**src/rtl/enemy_update_scheduler.sv**
```systemverilog
// Purpose : round-robin sequencer for the enemy datapaths and the shared VGA plot port
//           (erase old box, request one update, wait for done, draw new box).
// Latency : registered outputs; one slot = 2*BOX_W*BOX_H + 3 + U cycles (U = UPDATE cycles).
// Backpr. : waits in UPDATE indefinitely for done_update[idx]; enable only gates new slots.
// Ports   : clk/reset (sync, active-high), enable, space_pressed (restart), packed enemy
//           x/y/colour buses, done_update in; update_enemy, vga_x/y/colour, plot, busy,
//           round_done out.
module enemy_update_scheduler #(
  parameter int         NUM_ENEMIES = 3,
  parameter int         BOX_W       = 4,
  parameter int         BOX_H       = 4,
  parameter logic [2:0] BG_COLOUR   = 3'b000,
  parameter int         SCREEN_W    = 160,
  parameter int         SCREEN_H    = 120
) (
  input  logic                     clk,
  input  logic                     reset,
  input  logic                     enable,
  input  logic                     space_pressed,
  input  logic [8*NUM_ENEMIES-1:0] enemy_x_bus,
  input  logic [7*NUM_ENEMIES-1:0] enemy_y_bus,
  input  logic [3*NUM_ENEMIES-1:0] enemy_colour_bus,
  input  logic [NUM_ENEMIES-1:0]   done_update,
  output logic [NUM_ENEMIES-1:0]   update_enemy,
  output logic [7:0]               vga_x,
  output logic [6:0]               vga_y,
  output logic [2:0]               vga_colour,
  output logic                     plot,
  output logic                     busy,
  output logic                     round_done
);

  localparam int IW  = (NUM_ENEMIES > 1) ? $clog2(NUM_ENEMIES) : 1;
  localparam int DXW = (BOX_W > 1) ? $clog2(BOX_W) : 1;
  localparam int DYW = (BOX_H > 1) ? $clog2(BOX_H) : 1;

  localparam logic [IW-1:0]  IDX_LAST = IW'(NUM_ENEMIES - 1);
  localparam logic [DXW-1:0] DX_LAST  = DXW'(BOX_W - 1);
  localparam logic [DYW-1:0] DY_LAST  = DYW'(BOX_H - 1);
  localparam logic [8:0]     X_LIM    = 9'(SCREEN_W);
  localparam logic [7:0]     Y_LIM    = 8'(SCREEN_H);

  typedef enum logic [2:0] {
    S_IDLE, S_LATCH_OLD, S_ERASE, S_UPDATE, S_LATCH_NEW, S_DRAW, S_NEXT
  } state_t;

  state_t         state, nxt_state;
  logic [IW-1:0]  idx, nxt_idx;
  logic [DXW-1:0] dx, nxt_dx;
  logic [DYW-1:0] dy, nxt_dy;
  logic [7:0]     base_x, nxt_base_x;
  logic [6:0]     base_y, nxt_base_y;
  logic           nxt_round;

  logic [7:0]             sel_x;
  logic [6:0]             sel_y;
  logic [2:0]             sel_colour;
  logic [NUM_ENEMIES-1:0] sel_onehot;
  logic                   done_hit;
  logic [8:0]             sum_x;
  logic [7:0]             sum_y;
  logic                   pixel_state;
  logic                   nxt_plot;
  logic [2:0]             nxt_colour;

  // Slice select for the enemy currently being served.
  always_comb begin
    sel_x      = '0;
    sel_y      = '0;
    sel_colour = '0;
    for (int i = 0; i < NUM_ENEMIES; i++) begin
      if (idx == IW'(i)) begin
        sel_x      = enemy_x_bus[8*i +: 8];
        sel_y      = enemy_y_bus[7*i +: 7];
        sel_colour = enemy_colour_bus[3*i +: 3];
      end
    end
  end

  assign sel_onehot = NUM_ENEMIES'(1) << idx;
  // Done pulses from datapaths other than the one being served are masked off.
  assign done_hit   = |(done_update & sel_onehot);

  always_comb begin
    nxt_state  = state;
    nxt_idx    = idx;
    nxt_dx     = dx;
    nxt_dy     = dy;
    nxt_base_x = base_x;
    nxt_base_y = base_y;
    nxt_round  = 1'b0;
    case (state)
      S_IDLE: begin
        if (enable) nxt_state = S_LATCH_OLD;
      end
      S_LATCH_OLD, S_LATCH_NEW: begin
        nxt_base_x = sel_x;
        nxt_base_y = sel_y;
        nxt_dx     = '0;
        nxt_dy     = '0;
        nxt_state  = (state == S_LATCH_OLD) ? S_ERASE : S_DRAW;
      end
      S_ERASE, S_DRAW: begin
        if (dx == DX_LAST && dy == DY_LAST) begin
          nxt_state = (state == S_ERASE) ? S_UPDATE : S_NEXT;
        end else if (dx == DX_LAST) begin
          nxt_dx = '0;
          nxt_dy = dy + 1'b1;
        end else begin
          nxt_dx = dx + 1'b1;
        end
      end
      S_UPDATE: begin
        if (done_hit) nxt_state = S_LATCH_NEW;
      end
      S_NEXT: begin
        if (idx == IDX_LAST) begin
          nxt_idx   = '0;
          nxt_round = 1'b1;
        end else begin
          nxt_idx = idx + 1'b1;
        end
        nxt_state = enable ? S_LATCH_OLD : S_IDLE;
      end
      default: nxt_state = S_IDLE;
    endcase
  end

  // Outputs are a registered function of the state being entered, so a pixel
  // is presented during the same cycle the FSM sits on it.
  assign sum_x       = {1'b0, nxt_base_x} + 9'(nxt_dx);
  assign sum_y       = {1'b0, nxt_base_y} + 8'(nxt_dy);
  assign pixel_state = (nxt_state == S_ERASE) || (nxt_state == S_DRAW);
  assign nxt_plot    = pixel_state && (sum_x < X_LIM) && (sum_y < Y_LIM);
  assign nxt_colour  = (nxt_state == S_DRAW) ? sel_colour : BG_COLOUR;

  always_ff @(posedge clk) begin
    if (reset || space_pressed) begin
      state        <= S_IDLE;
      idx          <= '0;
      dx           <= '0;
      dy           <= '0;
      base_x       <= '0;
      base_y       <= '0;
      update_enemy <= '0;
      plot         <= 1'b0;
      vga_x        <= '0;
      vga_y        <= '0;
      vga_colour   <= '0;
      round_done   <= 1'b0;
    end else begin
      state        <= nxt_state;
      idx          <= nxt_idx;
      dx           <= nxt_dx;
      dy           <= nxt_dy;
      base_x       <= nxt_base_x;
      base_y       <= nxt_base_y;
      update_enemy <= (nxt_state == S_UPDATE) ? sel_onehot : '0;
      plot         <= nxt_plot;
      round_done   <= nxt_round;
      if (pixel_state) begin
        vga_x      <= sum_x[7:0];
        vga_y      <= sum_y[6:0];
        vga_colour <= nxt_colour;
      end
    end
  end

  assign busy = (state != S_IDLE);

endmodule

```
**config.mk**
```make
export PLATFORM = sky130hd
export DESIGN_NAME = enemy_update_scheduler
export DESIGN_NICKNAME = d
export VERILOG_FILES = /design/src/rtl/enemy_update_scheduler.sv
export SDC_FILE = /design/constraint.sdc
export NUM_CORES = 1
export LEC_CHECK = 0
export ABC_AREA = 1
export CAP_MARGIN = 10
export CORE_UTILIZATION = 30
export CTS_CLUSTER_SIZE = 28
export DETAILED_ROUTE_END_ITERATION = 10
export GPL_TIMING_DRIVEN = 0
export MAX_ROUTING_LAYER = met4
export PLACE_DENSITY = 0.58
export SKIP_CTS_REPAIR_TIMING = 1
export SLEW_MARGIN = 10
export SYNTH_ARGS = -nofsm -noshare
export SYNTH_HDL_FRONTEND = slang
export SYNTH_SLANG_ARGS = --single-unit
```
**constraint.sdc**
```tcl
create_clock -name clk -period 2.91 [get_ports clk]
set_clock_uncertainty 0.1 [all_clocks]
set_input_delay 0.291 -clock clk [delete_from_list [all_inputs] [get_ports clk]]
set_output_delay 0.291 -clock clk [all_outputs]
set_load 0.03 [all_outputs]
```
==> results of run 1 <==
[cell families after synthesis]
logic type	Yosys count	synth area share
simple gates	228	0.353
flops	47	0.342
compound gates	68	0.143
fa+ha+maj	8	0.0418
xor+xnor	5	0.0159
buf+inv	62	0.104
[power by group]
| group | internal [mW] | switching, mW |
|---|---|---|
| combinational | 0.123 | 0.109 |
| sequential | 0.652 | 0.00424 |
| clock | 0.187 | 0.222 |
[layout make-up]
class                           instances  area (sq um)
Fill cell                             922          4940
Inverter                               47           176
Timing Repair Buffer                   87           863
Multi-Input combinational cell        309          1540
Tap cell                              108           135
Clock inverter                          1          5.00
Clock buffer                            6          82.6
Sequential cell                        47           945
Buffer                                 15           116
[layer usage]
metal | GRT usage | part of all wire | vias to the layer above | routed length (um)
met3 | 0.0236 | 0.040 | 7 | 330
met1 | 0.228 | 0.49 | 1350 | 4040
met4 | 0.0303 | 0.0074 | 0 | 61
met2 | 0.310 | 0.46 | 67 | 3820
met5 | - | 0 | - | 0
li1 | - | - | 1519 | -
[synth_stat cells (4+ instances only)]
cell type / number
inv_2: 6
ha_1: 6
nand3_1: 34
nor2_1: 43
dfxtp_1: 47
inv_1: 40
a21oi_1: 28
o21ai_0: 21
nand2_2: 5
buf_2: 4
buf_6: 5
nand2_1: 126
nand4_1: 4
or2_2: 6
o21ai_1: 4
[how the worst min path moves through the flow]
| stage | start | to | slack, ns | cells after the start |
|---|---|---|---|---|
| after floorplan | base_x[0] | base_x[0] | 0.33 | 2 |
| after global placement | base_x[0] | base_x[0] | 0.35 | 2 |
| after detailed placement | vga_colour[0] | vga_colour[0] | 0.35 | 2 |
| after CTS | vga_colour[0] | vga_colour[0] | 0.37 | 2 |
| after global routing | vga_colour[0] | vga_colour[0] | 0.39 | 2 |
| final | vga_colour[0] | vga_colour[0] | 0.36 | 2 |
[flip-flops by register name (all words and copies together) (netlist names), 2 cells and up]
register / count
base_x: 8
vga_x: 8
base_y: 7
vga_y: 7
state: 3
update_enemy: 3
vga_colour: 3
dx: 2
dy: 2
idx: 2
[tightest hold or removal path, stage by stage, from the launching register on]
cell     delay, ns
dfxtp_1       0.32
nand2_1       0.06
a21oi_1       0.05
[stage by stage]
| stage | hold slack, ns | utilization | total power [mW] |
|---|---|---|---|
| floorplan | 0.334 | - | 0.781 |
| global placement | 0.346 | 0.423 | 0.902 |
| detailed placement | 0.353 | 0.423 | 0.903 |
| CTS | 0.366 | 0.433 | 1.31 |
| global route | 0.393 | 0.439 | 1.35 |
| finish | 0.361 | 0.439 | 1.30 |
==> flow_summary.json, run 1 <==
{
  "critical_path_class": "flip-flop to flip-flop",
  "grt_max_degree": 14,
  "synth_top_area_frac": 0.342,
  "path_clk_slew_ns": 0.09,
  "seq_area_frac_synth": 0.342,
  "fin_cells": 620,
  "route.antenna.remaining_nets": 0,
  "synthFlopType": "dfxtp_1",
  "clockRootBuffer": "clkbuf_8",
  "worst_setup_path_start_kind": "flip-flop",
  "rsz0062_at_grt": "no",
  "syn-cell-area_sq_mm": 0.00275,
  "slew_headroom": 0.650,
  "cts_buffer_depth": 2,
  "syn_to_final_growth_pct": 40.4,
  "fin_ws_ns": 0.208,
  "max_freq_mhz": 370,
  "drtIter0Drc": 112,
  "crit_path_cell_trace": "buf_4 > inv_1 > nand3_1 > nand2_1 > buf_6 > buf_6 > nand2_1 > inv_1 > a21oi_1 > ha_1 > fa_1 > nand4_1 > nand2_1 > nor2_1 > nand2_1 > nor2_1 > nor2_1",
  "max-vdd-ir-drop_mv": 0.189,
  "crit_top_cell": "nand2_1",
  "grt_use_total": 0.180,
  "dr.pass1.iters": 7,
  "start_util": 0.312,
  "cp-startpoint": "state[1]",
  "r2r_start": "state[1]",
  "core_area_sq_mm": 0.00881,
  "grt_pass1_vias": 2843,
  "place_ws_ns": 0.0605,
  "synth_nets": 487,
  "finalSetupTns_ns": 0,
  "final_common_cell": "nand2_1",
  "antenna_found_initial": 0,
  "syn_inst": 418,
  "drc_errors": 14,
  "wl_per_cell_um": 13.3,
  "ys_seq_elements": 47,
  "cp_num_buf_inv": 5,
  "slowest_stage": "fa_1",
  "cts.sinks": 47,
  "dpl.hpwl_mm": 6.46,
  "yosysTopAreaCell": "dfxtp_1",
  "leakage_nw": 1.76,
  "synth.avg_cell_area_sq_um": 6.58,
  "cp.required_ns": 3.01,
  "cts_inserted_buffers": 5,
  "final_cell_mix": "nand2_1, clkdlybuf4s50_1, dfxtp_1",
  "insertion_delay_ns": 0.30,
  "grt_pass1_wl_mm": 13.4,
  "io_buffers": 84,
  "viasPerCell": 4.75,
  "synth_area_leaders": "dfxtp_1, nand2_1, nand3_1",
  "fin_crit_sh": 0.929,
  "critPathMaxFanout": 10,
  "critical-path-top-delay-family": "simple AND/OR/NAND/NOR gates",
  "overflow": 0,
  "fin_area_sq_mm": 0.00386,
  "worstSetupPathDepth": 17,
  "ctsHtreeMaxLevel": 2,
  "tightest_slew_ns": 0.524,
  "async_reset_ff_frac": 0,
  "cts_tree": "yes",
  "reg2reg_to": "plot",
  "drive_gt1_frac": 0.0996,
  "yosysUniqueCellTypes": 36,
  "failed_checks": "DRC",
  "endpoint": "plot",
  "reg2reg_depth": 17,
  "num_vias": 2943,
  "endpoint_kind": "flip-flop",
  "fp.dieW_um": 97.8,
  "fp-row-count": 34,
  "powerDensity_mw_per_mm2": 336,
  "ys_warn_count": 0,
  "dpl.cell_count": 610,
  "hold_viol": 0,
  "setup_viol": 0,
  "fin_nets": 581,
  "min_period_ns": 2.70,
  "crit_arrival_ns": 2.80,
  "die-area_sq_mm": 0.00956,
  "num_antenna_cells": 0,
  "gp_congestion": 0.862,
  "io_pins": 85,
  "placed_cell_area_sq_mm": 0.00373,
  "fp.dieH_um": 97.8,
  "ff2ff_setup_slack_ns": 0.21,
  "maxSlewViolCount": 0,
  "drt-total-wl_mm": 8.25,
  "maxCapViolCount": 0,
  "synth_edf_count": 0,
  "hold_class": "flip-flop to flip-flop",
  "outcome": "finished with violations",
  "max_stage_delay_ns": 0.43
}
No activity file was read; power rests on OpenSTA's default activity.
==> inputs of run 2 (changes only) <==
--- a/config.mk
+++ b/config.mk
@@ -11,6 +11,7 @@
 export CTS_CLUSTER_SIZE = 28
 export DETAILED_ROUTE_END_ITERATION = 10
 export GPL_TIMING_DRIVEN = 0
+export HOLD_SLACK_MARGIN = 0.1
 export MAX_ROUTING_LAYER = met4
 export PLACE_DENSITY = 0.58
 export SKIP_CTS_REPAIR_TIMING = 1
==> results of run 2 <==
No change in the layout: final DEF, timing and power equal those of run 1.
